--- config.mk ---
export PLATFORM = sky130hd
export DESIGN_NAME = fir_partial_mac
export DESIGN_NICKNAME = d
export VERILOG_FILES = /design/src/rtl/fir_partial_mac.sv
export SDC_FILE = /design/constraint.sdc
export NUM_CORES = 1
export LEC_CHECK = 0
export ABC_AREA = 0
export CELL_PAD_IN_SITES_DETAIL_PLACEMENT = 1
export CELL_PAD_IN_SITES_GLOBAL_PLACEMENT = 2
export CORE_MARGIN = 5
export CORE_UTILIZATION = 41
export CTS_BUF_LIST = sky130_fd_sc_hd__clkbuf_2 sky130_fd_sc_hd__clkbuf_4 sky130_fd_sc_hd__clkbuf_8
export DETAILED_ROUTE_END_ITERATION = 10
export PLACE_DENSITY_LB_ADDON = 0.1
export REMOVE_ABC_BUFFERS = 1
export SYNTH_ARGS = -nofsm -noshare
export SYNTH_HDL_FRONTEND = slang
export SYNTH_SLANG_ARGS = --single-unit
--- constraint.sdc ---
create_clock -name iClk12M -period 6.86 [get_ports iClk12M]
set_input_delay 1.715 -clock iClk12M [delete_from_list [all_inputs] [get_ports iClk12M]]
set_output_delay 1.715 -clock iClk12M [all_outputs]
set_load 0.01 [all_outputs]
--- src/rtl/fir_partial_mac.sv ---
// fir_partial_mac: time-multiplexed 10-tap signed MAC for one FIR delay group.
// Ports: iClk12M/iRst (sync, active-high), iEnSample600k strobe, iDelay tap
// group (tap k at [3k+2:3k]), iCoeffWrEn/iCoeffAddr/iCoeffData coefficient
// write port, oMac partial sum, oMacValid result pulse, oBusy, oOverrun pulse.
module fir_partial_mac #(
    parameter int SAMPLE_W = 3,
    parameter int COEFF_W  = 16,
    parameter int NTAP     = 10,
    parameter int ACC_W    = 23
) (
    input  logic                       iClk12M,
    input  logic                       iRst,
    input  logic                       iEnSample600k,
    input  logic [NTAP*SAMPLE_W-1:0]   iDelay,
    input  logic                       iCoeffWrEn,
    input  logic [3:0]                 iCoeffAddr,
    input  logic signed [COEFF_W-1:0]  iCoeffData,
    output logic signed [ACC_W-1:0]    oMac,
    output logic                       oMacValid,
    output logic                       oBusy,
    output logic                       oOverrun
);

    localparam int PROD_W = SAMPLE_W + COEFF_W;

    typedef enum logic [1:0] {
        S_IDLE,
        S_ACC,
        S_DONE
    } state_t;

    state_t                     state;
    logic [3:0]                 idx;
    logic signed [ACC_W-1:0]    acc;
    logic [NTAP*SAMPLE_W-1:0]   shadow;
    logic signed [COEFF_W-1:0]  coeff [NTAP];

    logic signed [SAMPLE_W-1:0] tap;
    logic signed [COEFF_W-1:0]  cf;
    logic signed [PROD_W-1:0]   tapx;
    logic signed [PROD_W-1:0]   cfx;
    logic signed [PROD_W-1:0]   prod;
    logic signed [ACC_W-1:0]    prodx;
    logic signed [ACC_W-1:0]    acc_nxt;

    // Select the current tap/coefficient pair for the single shared multiplier.
    always_comb begin
        tap = '0;
        cf  = '0;
        for (int k = 0; k < NTAP; k++) begin
            if (idx == 4'(k)) begin
                tap = shadow[k*SAMPLE_W +: SAMPLE_W];
                cf  = coeff[k];
            end
        end
    end

    // Both operands widened to the full product width so the low PROD_W
    // bits of the product are the exact signed result.
    always_comb begin
        tapx    = {{COEFF_W{tap[SAMPLE_W-1]}}, tap};
        cfx     = {{SAMPLE_W{cf[COEFF_W-1]}}, cf};
        prod    = tapx * cfx;
        prodx   = {{(ACC_W-PROD_W){prod[PROD_W-1]}}, prod};
        acc_nxt = acc + prodx;
    end

    always_ff @(posedge iClk12M) begin
        if (iRst) begin
            state     <= S_IDLE;
            idx       <= '0;
            acc       <= '0;
            shadow    <= '0;
            oMac      <= '0;
            oMacValid <= 1'b0;
            oBusy     <= 1'b0;
            oOverrun  <= 1'b0;
            for (int k = 0; k < NTAP; k++) coeff[k] <= '0;
        end else begin
            oMacValid <= 1'b0;
            oOverrun  <= 1'b0;

            // Coefficients only change between sums.
            if (iCoeffWrEn && state == S_IDLE) begin
                for (int k = 0; k < NTAP; k++) begin
                    if (iCoeffAddr == 4'(k)) coeff[k] <= iCoeffData;
                end
            end

            unique case (state)
                S_IDLE: begin
                    if (iEnSample600k) begin
                        shadow <= iDelay;
                        acc    <= '0;
                        idx    <= '0;
                        oBusy  <= 1'b1;
                        state  <= S_ACC;
                    end
                end
                S_ACC: begin
                    if (iEnSample600k) oOverrun <= 1'b1;
                    acc <= acc_nxt;
                    if (idx == 4'(NTAP-1)) begin
                        oMac      <= acc_nxt;
                        oMacValid <= 1'b1;
                        state     <= S_DONE;
                    end else begin
                        idx <= idx + 4'd1;
                    end
                end
                S_DONE: begin
                    if (iEnSample600k) oOverrun <= 1'b1;
                    oBusy <= 1'b0;
                    state <= S_IDLE;
                end
                default: state <= S_IDLE;
            endcase
        end
    end

endmodule

== Word-level counts from Yosys, hierarchy flattened ==
Memory sizes are Yosys's and may differ from the RTL's.
Cells that the tools add are included.

* Flip-flop bits (word level): 85
* Memory bits (writable): 160
* Input bits: 54
* Output and inout bits: 26
* Memories kept: 1

* Add/subtract/negate cells: 2
* $mul: 1
* Equal/unequal tests: 23
* Multiplexer cells: 84
* Bitwise operators: 12
* Reduce and logical (&&, ||, !) cells: 15

{| class="wikitable"
|+ Memories
! name !! depth !! width !! read ports !! clocked after memory_dff !! wr ports !! line !! source
|-
| coeff || 10 || 16 || 10 || 0 || 10 || 36 || <nowiki>logic signed [COEFF_W-1:0] coeff [NTAP];</nowiki>
|}

{| class="wikitable"
|+ Operators by type and width
! cell !! number
|-
| two-way mux 16 bit || 20
|-
| case mux 23 bit (2 select lines) || 1
|-
| two-way mux 1 bit || 45
|-
| equality test 4 x 3 -> 1 bit (second input constant) || 8
|-
| two-way mux 3 bit || 10
|-
| adder 23 x 19 -> 23 bit || 1
|-
| two-way mux 23 bit || 1
|-
| multiplier 3 x 16 -> 19 bit || 1
|-
| equality test 4 x 2 -> 1 bit (second input constant) || 4
|-
| equality test 4 bit (second input constant) || 4
|-
| bitwise OR 1 bit || 10
|-
| AND reduction 2 bit || 5
|-
| equality test 4 x 1 -> 1 bit (second input constant) || 2
|-
| zero test 4 bit || 2
|-
| two-way mux 4 bit || 2
|-
| case mux 4 bit (2 select lines) || 1
|-
| inequality test 2 bit (second input constant) || 3
|-
| OR reduction 2 bit || 3
|-
| adder 4 x 1 -> 4 bit (second input constant) || 1
|-
| two-way mux 2 bit || 2
|-
| case mux 2 bit (2 select lines) || 1
|-
| nonzero test 2 bit || 2
|-
| AND reduction 3 bit || 1
|-
| equality test 2 x 1 -> 1 bit (second input constant) || 1
|-
| other kinds (5) || 6
|}

== Logic depth before layout (Yosys ltp) ==
Gate-level depths: netlist of run 1.

* Depth in word-level cells: 14
* Gate-level depth with buffers: 26
* Gate-level depth less buffers: 23

== Worst setup path after synthesis of run 1 ==
No wires, ideal clock.

* Path kind: register to register
* Start: register idx[0]
* End: register oMac[16]
* Setup time: 122 ps
* Arrival: 5483 ps
* Data required time: 6738 ps
* Slack: 1255 ps
* Stages on the path, launching flop included: 23
* Path buffers: 2
* Path through: dfxtp_1 > inv_1 > ha_1 > buf_4 > buf_2 > nor3_2 > a22oi_1 > o221ai_1 > a222oi_1 > or2_2 > fa_1 > fa_1 > inv_1 > fa_1 > ha_1 > fa_1 > a211oi_1 > o21ai_0 > nand2_1 > o211ai_1 > a31oi_1 > nor4_1 > a311o_1

* Word-level cells in the longest chain between the ends: 13
* Elaborated cells between the ends (all ways): 33
* Those cells by class: 1 x add/sub; 1 x mul; 9 x eq/ne; 20 x mux; 2 x reduce/logical

{| class="wikitable"
|+ Ends and longest elaborated chain
! element !! line !! source
|-
| start: declaration || 33 || <nowiki>logic [3:0] idx;</nowiki>
|-
| start signal: assignment || 108 || <nowiki>idx <= idx + 4'd1;</nowiki>
|-
| zero test 4 bit || 51 || <nowiki>if (idx == 4'(k)) begin</nowiki>
|-
| two-way mux 3 bit / two-way mux 16 bit (equally long branches) (10 in a row) || 51 ||
|-
| multiplier 3 x 16 -> 19 bit || 63 || <nowiki>prod = tapx * cfx;</nowiki>
|-
| adder 23 x 19 -> 23 bit || 65 || <nowiki>acc_nxt = acc + prodx;</nowiki>
|-
| end signal: assignment || 104 || <nowiki>oMac <= acc_nxt;</nowiki>
|-
| end: declaration || 18 || <nowiki>output logic signed [ACC_W-1:0] oMac,</nowiki>
|}

Parallel ways exist; a longest one is shown, timed or not.
A chain may end at the register's enable or synchronous reset.

== Worst setup path after layout of run 1 ==
* Start: register idx[1]
* End: register oMac[16]

Same word-level chain as after synthesis.

==> tab_implementation.tex, run 1 <==
\begin{tabular}{lr}
\hline
Metric & Value \\
\hline
\multicolumn{2}{l}{\textbf{Outcome}} \\
\quad Status & complete, no violations \\
\multicolumn{2}{l}{\textbf{Global routing}} \\
\quad Congestion Overflow GR & 0 \\
\quad Wire length of the first global-routing pass & 61700 um \\
\quad Initial antenna violation count & 0 \\
\quad Number of global-route vias before repair & 10800 \\
\quad Overall global routing resource usage & 21.9\% \\
\quad Pin count of the biggest net entering global routing & 71 \\
\multicolumn{2}{l}{\textbf{Placement}} \\
\quad DP HPWL & 27700 um \\
\quad Number of input and output port buffers inserted & 79 \\
\quad Placer's final routability congestion estimate & 0.801 \\
\quad Dpl cells & 1809 \\
\multicolumn{2}{l}{\textbf{Setup path}} \\
\quad Worst setup EP type & flip-flop \\
\quad Startpoint of the worst-slack reg-to-reg timing path & idx[1] \\
\quad Crit start category & flip-flop \\
\quad Beginning of the critical path & idx[1] \\
\quad Worst Path Required & 7.31 ns \\
\quad Highest fanout seen on the critical path & 21 \\
\quad Critical path arrival & 6.80 ns \\
\quad Kind of critical path & flip-flop to flip-flop \\
\multicolumn{2}{l}{\textbf{Clock tree}} \\
\quad Clock slew seen by the registers of the worst setup and hold paths & 0.06 ns \\
\quad Post-CTS Setup Repair Bufs & 0 \\
\quad Clock sink total & 245 \\
\quad Post\_cts resized & 0 \\
\quad Number of H-tree levels & 2 \\
\quad Buffer depth of the longest clock path & 3 \\
\quad Hold Buf Count CTS & 0 \\
\quad Insertion delay of the later-clocked pin in the worst-skew pair & 0.57 ns \\
\quad Library cell used as clock root buffer & sky130\_fd\_sc\_hd\_\_clkbuf\_8 \\
\quad Inserted Clock Buffers & 43 \\
\quad Clock tree from TritonCTS & done \\
\multicolumn{2}{l}{\textbf{Yosys}} \\
\quad Multiplexer share of the synthesized area & 0.253\% \\
\quad Post-synth EDFFs & 160 \\
\quad Top post-synthesis cells by count & sky130\_fd\_sc\_hd\_\_nand2\_1 (181), sky130\_fd\_sc\_hd\_\_and2\_1 (177), sky130\_fd\_sc\_hd\_\_edfxtp\_1 (160) \\
\quad Post-Synthesis Cells & 1326 \\
\quad Count of distinct cell types in the synthesized netlist & 73 \\
\quad Async set-reset flop share out of synthesis & 0\% \\
\quad Area of the mapped netlist & 13400 sq um \\
\quad Simple logic cell fraction of the synthesized area & 20.2\% \\
\quad Area share of the largest cell type after synthesis & 36.0\% \\
\quad Largest family of logic cells by synthesized area & simple AND/OR/NAND/NOR gates \\
\quad Arithmetic-cell share of the synthesized area counting full adders, half adders and majority gates & 10.5\% \\
\quad Fraction of the yosys area taken by sequential cells & 48.7\% \\
\quad Post-synthesis sequential element count & 245 \\
\quad Parity-gate share of the synthesized area counting xor and xnor cells & 1.11\% \\
\quad Library cell occupying the most area in the post-synthesis netlist & sky130\_fd\_sc\_hd\_\_edfxtp\_1 \\
\quad Leading post-synthesis cells by cell area & sky130\_fd\_sc\_hd\_\_edfxtp\_1 (36\%), sky130\_fd\_sc\_hd\_\_dfxtp\_1 (13\%), sky130\_fd\_sc\_hd\_\_and2\_1 (8.3\%) \\
\quad Post-Syn Area per Cell & 10.1 sq um \\
\quad Most numerous cell in the Yosys netlist & sky130\_fd\_sc\_hd\_\_nand2\_1 \\
\quad Complex-gate fraction of the synthesized area & 15.1\% \\
\quad Most frequently used flop master after synthesis & sky130\_fd\_sc\_hd\_\_edfxtp\_1 \\
\quad Synth Warn \# & 0 \\
\multicolumn{2}{l}{\textbf{Timing}} \\
\quad Slew HR & 19.4\% \\
\quad Total Negative Setup Slacks & 0 ns \\
\quad Hold Violations, Final & 0 \\
\quad Fin Clk Skew & 0.0184 ns \\
\quad Final Slew Violations & 0 \\
\quad Highest Clock Rate & 158 MHz \\
\quad Pin slew with the least headroom to its limit & 1.21 ns \\
\quad RSZ-0062 raised after global routing & no \\
\quad Final critical-path share of the clock period & 92.5\% \\
\quad Minimum clock period & 6.35 ns \\
\quad Number of setup violations in the final report & 0 \\
\multicolumn{2}{l}{\textbf{Die}} \\
\quad Core region area & 32400 sq um \\
\quad Die area & 36300 sq um \\
\quad Ports & 80 \\
\quad Initial Util & 41.3\% \\
\quad Y dimension of the die & 191 um \\
\quad Core Rows & 66 \\
\quad Horizontal die dimension & 191 um \\
\multicolumn{2}{l}{\textbf{Cells and area}} \\
\quad Net count of the finished layout & 1555 \\
\quad Area growth from synthesis to final layout & 16.7\% \\
\quad Proportion of layout cells with a drive suffix above 1 & 10.5\% \\
\quad Area occupied by registers & 6510 sq um \\
\quad Multi-input combinational cell area & 6400 sq um \\
\quad Fill cells & 3619 \\
\quad Number of standard cells in the layout, taps in and fillers out & 1885 \\
\quad \# diodes & 0 \\
\multicolumn{2}{l}{\textbf{Detailed routing}} \\
\quad Total iterations of the first detailed-routing run & 7 \\
\quad Routed wire length & 39500 um \\
\quad Overall via count from detail\_route & 10100 \\
\quad Remaining routing DRC violations & 0 \\
\quad Initial drt markers & 371 \\
\quad DR vias/cell & 5.37 \\
\quad Remaining number of nets flagged by the antenna check after routing & 0 \\
\quad Average wire per cell in the routed design & 20.9 um \\
\multicolumn{2}{l}{\textbf{Power}} \\
\quad Worst VDD drop & 0.166 mV \\
\quad Leak & 6.10 nW \\
\quad Power per cell area & 220 nW/um\^{}2 \\
\quad Clock network power share & 39.1\% \\
\quad Sequential fraction of design power & 48.0\% \\
\quad Total internal power & 2.51 mW \\
\quad Final Power & 3.43 mW \\
\quad Switching power as a share of total power & 26.8\% \\
\quad Relative contribution of combinational cells to total power & 12.9\% \\
\quad Reported net switching power & 0.921 mW \\
\multicolumn{2}{l}{\textbf{Hold path}} \\
\quad Worst hold path class & flip-flop to flip-flop \\
\quad Hold Startpoint & oMac[12] \\
\multicolumn{2}{l}{\textbf{Job}} \\
\quad Count of max-cap constraint violations & 0 \\
\hline
\end{tabular}
-- critical path, stage by stage (launching register included) --
cell	delay (ns)
sky130_fd_sc_hd__dfxtp_1	0.44
sky130_fd_sc_hd__inv_1	0.15
sky130_fd_sc_hd__ha_4	0.28
sky130_fd_sc_hd__buf_4	0.24
sky130_fd_sc_hd__o31ai_4	0.50
sky130_fd_sc_hd__o221ai_1	0.25
sky130_fd_sc_hd__a222oi_1	0.46
sky130_fd_sc_hd__or2_2	0.21
sky130_fd_sc_hd__fa_1	0.41
sky130_fd_sc_hd__fa_1	0.49
sky130_fd_sc_hd__inv_1	0.05
sky130_fd_sc_hd__fa_1	0.45
sky130_fd_sc_hd__ha_1	0.23
sky130_fd_sc_hd__fa_1	0.48
sky130_fd_sc_hd__a211oi_1	0.32
sky130_fd_sc_hd__o21ai_0	0.20
sky130_fd_sc_hd__nand2_1	0.20
sky130_fd_sc_hd__o211ai_1	0.15
sky130_fd_sc_hd__a31oi_1	0.30
sky130_fd_sc_hd__nor4_1	0.08
sky130_fd_sc_hd__a311o_1	0.35
-- metal layers --
| layer | GRT usage [%] | vias up | routed length, um | share of wire [%] |
|---|---|---|---|---|
| li1 | - | 4861 | - | - |
| met1 | 29.0 | 5030 | 17900 | 45 |
| met2 | 38.0 | 169 | 19400 | 49 |
| met3 | 3.24 | 59 | 1430 | 3.6 |
| met4 | 5.22 | 0 | 753 | 1.9 |
| met5 | 0 | - | 0 | 0 |
-- flip-flops by register name, summed over array words and instances (netlist names) --
name and cells:
oOverrun 1, coeff 160, oMac 23, oMacValid 1
state 2, shadow 30, oBusy 1, idx 4
acc 23
-- final cells by class --
type	instances	share of cell area [%]
inverter	53	1.31
sequential	245	41.7
timing repair buffer	120	7.04
multi-input combinational	949	41.0
clock inverter	10	0.345
tap	442	3.55
clock buffer	66	5.02
-- power by group through the flow --
stage	clock network (mW)	registers (mW)	logic (mW)
global route	1.45	1.65	0.492
floorplan	0	1.67	0.253
global placement	0	1.68	0.436
detailed placement	0	1.68	0.444
finish	1.34	1.65	0.443
CTS	1.39	1.65	0.447
-- path summary, 6_finish.rpt --
kind	end	slack [ns]	cells after the start
min	oMac[12]	0.45	2
max reg2reg	oMac[16]	0.51	20
min reg2reg	oMac[12]	0.45	2
max	oMac[16]	0.51	20
-- kinds of logic after synthesis --
group | after synthesis
simple gates | 527
compound gates | 314
flops | 245
buf+inv | 132
fa+ha+maj | 89
xor+xnor | 17
mux | 2
-- layout by cell type (no fill, tap or decap), types with 10 or more instances in the layout --
cell	n
sky130_fd_sc_hd__clkdlybuf4s50_1	78
sky130_fd_sc_hd__clkbuf_8	46
sky130_fd_sc_hd__nor3_1	10
sky130_fd_sc_hd__buf_4	40
sky130_fd_sc_hd__nand2_1	181
sky130_fd_sc_hd__xor2_1	10
sky130_fd_sc_hd__clkbuf_4	20
sky130_fd_sc_hd__and3_1	15
sky130_fd_sc_hd__edfxtp_1	160
sky130_fd_sc_hd__nand3b_1	10
sky130_fd_sc_hd__a22oi_1	24
sky130_fd_sc_hd__o21ai_0	69
sky130_fd_sc_hd__and2_1	177
sky130_fd_sc_hd__a222oi_1	12
sky130_fd_sc_hd__fa_1	38
sky130_fd_sc_hd__dfxtp_1	85
sky130_fd_sc_hd__o221ai_1	10
sky130_fd_sc_hd__nand3_1	10
sky130_fd_sc_hd__ha_1	48
sky130_fd_sc_hd__a21oi_1	104
sky130_fd_sc_hd__nor2_1	69
sky130_fd_sc_hd__inv_1	50
-- through the flow --
step	setup slack, ns	utilization (%)	instance area (sq um)	hold WS, ns
2_1_floorplan	0.386	-	13000	0.426
3_3_place_gp	0.531	45.5	14700	0.442
3_5_place_dp	0.377	45.5	14700	0.448
4_1_cts	0.349	48.1	15600	0.456
5_1_grt	0.0144	48.2	15600	0.475
6_report	0.511	48.2	15600	0.451
Note: power is estimated with default switching activity, not from simulation.
==> run 2, diff against run 1 <==
CAP_MARGIN = 15   (was not set)
==> run 2 against run 1 <==
- highest routed layer unchanged
- total power grew 1.1%
- sequential cell count stayed put
- non-clock buffer count increased by 1
- largest power group unchanged
- via count rose by 0.61%
- first-iteration DRC count up 35%
==> tab_implementation.tex, run 2 (synthesized netlist as in run 1, its figures left out) <==
\begin{tabular}{lr}
\hline
Metric & Value \\
\hline
\multicolumn{2}{l}{\textbf{Placement}} \\
\quad Post-detailed-placement cell area & 14700 sq um \\
\quad Placer's final routability congestion estimate & 0.801 \\
\quad Number of input and output port buffers inserted & 79 \\
\quad DP HPWL & 27900 um \\
\quad Dpl cells & 1810 \\
\quad Place WS & 0.367 ns \\
\multicolumn{2}{l}{\textbf{Cells and area}} \\
\quad Area growth from synthesis to final layout & 17.2\% \\
\quad Post-route cell area & 15700 sq um \\
\quad Net count of the finished layout & 1558 \\
\quad Most common library cell in the layout ignoring fill and taps & sky130\_fd\_sc\_hd\_\_nand2\_1 \\
\quad Fill cells & 3605 \\
\quad Area occupied by registers & 6510 sq um \\
\quad Biggest regs & coeff x160, shadow x30 \\
\quad Number of standard cells in the layout, taps in and fillers out & 1892 \\
\quad Commonest cells after routing, fill and taps aside & sky130\_fd\_sc\_hd\_\_nand2\_1 (181), sky130\_fd\_sc\_hd\_\_and2\_1 (177), sky130\_fd\_sc\_hd\_\_edfxtp\_1 (160), sky130\_fd\_sc\_hd\_\_a21oi\_1 (104), sky130\_fd\_sc\_hd\_\_dfxtp\_1 (85) \\
\quad Multi-input combinational cell area & 6400 sq um \\
\quad Proportion of layout cells with a drive suffix above 1 & 10.7\% \\
\quad \# diodes & 0 \\
\quad Largest reg by FF count & coeff \\
\quad Number of flip-flops under the largest register name & 160 \\
\multicolumn{2}{l}{\textbf{Setup path}} \\
\quad Beginning of the critical path & idx[1] \\
\quad Worst setup EP type & flip-flop \\
\quad Kind of critical path & flip-flop to flip-flop \\
\quad Worst Path Required & 7.31 ns \\
\quad Highest fanout seen on the critical path & 21 \\
\quad Startpoint of the worst-slack reg-to-reg timing path & idx[1] \\
\quad Crit start category & flip-flop \\
\quad Critical path arrival & 6.85 ns \\
\multicolumn{2}{l}{\textbf{Die}} \\
\quad Y dimension of the die & 191 um \\
\quad Horizontal die dimension & 191 um \\
\quad Die area & 36300 sq um \\
\quad Core region area & 32400 sq um \\
\quad Ports & 80 \\
\quad Initial Util & 41.3\% \\
\quad Core Rows & 66 \\
\multicolumn{2}{l}{\textbf{Detailed routing}} \\
\quad Overall via count from detail\_route & 10200 \\
\quad Remaining routing DRC violations & 0 \\
\quad DR vias/cell & 5.38 \\
\quad Initial drt markers & 502 \\
\quad Remaining number of nets flagged by the antenna check after routing & 0 \\
\quad Average wire per cell in the routed design & 21.0 um \\
\quad Routed wire length & 39700 um \\
\quad Total iterations of the first detailed-routing run & 5 \\
\multicolumn{2}{l}{\textbf{Power}} \\
\quad Final Power & 3.47 mW \\
\quad Leak & 6.13 nW \\
\quad Worst VDD drop & 0.173 mV \\
\quad Power per cell area & 222 nW/um\^{}2 \\
\multicolumn{2}{l}{\textbf{Clock tree}} \\
\quad Clock sink total & 245 \\
\quad Number of H-tree levels & 2 \\
\quad Buffer depth of the longest clock path & 3 \\
\quad Clock tree from TritonCTS & done \\
\quad Library cell used as clock root buffer & sky130\_fd\_sc\_hd\_\_clkbuf\_8 \\
\quad Clock slew seen by the registers of the worst setup and hold paths & 0.06 ns \\
\quad Inserted Clock Buffers & 45 \\
\quad Hold Buf Count CTS & 0 \\
\quad Insertion delay of the later-clocked pin in the worst-skew pair & 0.58 ns \\
\multicolumn{2}{l}{\textbf{Timing}} \\
\quad Fin Clk Skew & 0.0167 ns \\
\quad RSZ-0062 raised after global routing & yes \\
\quad Number of setup violations in the final report & 0 \\
\quad Slew HR & 25.2\% \\
\quad Setup slack of the critical path after layout & 0.459 ns \\
\quad Highest Clock Rate & 156 MHz \\
\quad Hold Violations, Final & 0 \\
\quad Pin slew with the least headroom to its limit & 1.12 ns \\
\quad Minimum clock period & 6.40 ns \\
\quad Total Negative Setup Slacks & 0 ns \\
\quad Final Slew Violations & 0 \\
\quad Final critical-path share of the clock period & 93.3\% \\
\multicolumn{2}{l}{\textbf{Hold path}} \\
\quad Hold Startpoint & oMac[9] \\
\quad Worst hold path class & flip-flop to flip-flop \\
\multicolumn{2}{l}{\textbf{Global routing}} \\
\quad Pin count of the biggest net entering global routing & 71 \\
\quad Wire length of the first global-routing pass & 62100 um \\
\quad Congestion Overflow GR & 0 \\
\quad Initial antenna violation count & 0 \\
\quad Number of global-route vias before repair & 10800 \\
\quad Overall global routing resource usage & 22.0\% \\
\multicolumn{2}{l}{\textbf{Outcome}} \\
\quad Status & complete, no violations \\
\multicolumn{2}{l}{\textbf{Job}} \\
\quad Count of max-cap constraint violations & 0 \\
\hline
\end{tabular}
run 2: cell types whose count changed in the layout (fill, tap and decap cells not counted):
cell                       delta
sky130_fd_sc_hd__buf_6        +1
sky130_fd_sc_hd__clkbuf_4     -2
sky130_fd_sc_hd__clkbuf_8     +2
sky130_fd_sc_hd__clkinv_1     +4
sky130_fd_sc_hd__clkinv_2     +2
sky130_fd_sc_hd__clkinv_8     +1
sky130_fd_sc_hd__inv_6        -1
sky130_fd_sc_hd__nor3_1       -1
sky130_fd_sc_hd__nor3_2       +1
run 2: final timing paths:
kind,to,slack [ns],cells after the start
max,oMac[16],0.46,20
max reg2reg,oMac[16],0.46,20
min,oMac[9],0.45,2
min reg2reg,oMac[9],0.45,2
run 2: power breakdown:
part / switching [mW] / leakage, nW / internal (mW) / total [mW]
Clock: 0.632 / 0.478 / 0.747 / 1.38
Sequential: 0.0238 / 2.35 / 1.63 / 1.65
Combinational: 0.284 / 3.30 / 0.160 / 0.443
run 2: cell type report:
class | count | area share, %
Sequential cell | 245 | 41.6
Multi-Input combinational cell | 949 | 40.9
Timing Repair Buffer | 121 | 7.08
Clock buffer | 66 | 5.08
Tap cell | 442 | 3.53
Inverter | 53 | 1.30
Clock inverter | 16 | 0.551
run 2: critical path: stages (launching register included):
cell,delay (ns)
sky130_fd_sc_hd__dfxtp_1,0.44
sky130_fd_sc_hd__inv_1,0.15
sky130_fd_sc_hd__ha_4,0.27
sky130_fd_sc_hd__buf_4,0.23
sky130_fd_sc_hd__o31ai_4,0.52
sky130_fd_sc_hd__o221ai_1,0.26
sky130_fd_sc_hd__a222oi_1,0.44
sky130_fd_sc_hd__or2_2,0.20
sky130_fd_sc_hd__fa_1,0.44
sky130_fd_sc_hd__fa_1,0.50
sky130_fd_sc_hd__inv_1,0.05
sky130_fd_sc_hd__fa_1,0.44
sky130_fd_sc_hd__ha_1,0.22
sky130_fd_sc_hd__fa_1,0.49
sky130_fd_sc_hd__a211oi_1,0.33
sky130_fd_sc_hd__o21ai_0,0.19
sky130_fd_sc_hd__nand2_1,0.20
sky130_fd_sc_hd__o211ai_1,0.15
sky130_fd_sc_hd__a31oi_1,0.31
sky130_fd_sc_hd__nor4_1,0.08
sky130_fd_sc_hd__a311o_1,0.35
run 2: per-layer routing:
layer / GRT usage (%) / routed length, um
met2: 38.2 / 19500
met5: 0 / 0
met1: 29.1 / 17800
met3: 3.31 / 1560
met4: 5.61 / 814
run 2: what timing repair did:
action | in CTS | in global routing
endpoints found under the hold margin | 0 | 0
buffers inserted | 0 | 0
endpoints found under the setup margin | 0 | 8
resized for setup | 0 | 7
run 2: through the flow:
| step | util [%] | hold slack (ns) |
|---|---|---|
| after floorplan | - | 0.426 |
| after global placement | 45.5 | 0.442 |
| after detailed placement | 45.5 | 0.449 |
| after CTS | 48.2 | 0.457 |
| after global routing | 48.4 | 0.475 |
| final | 48.4 | 0.452 |
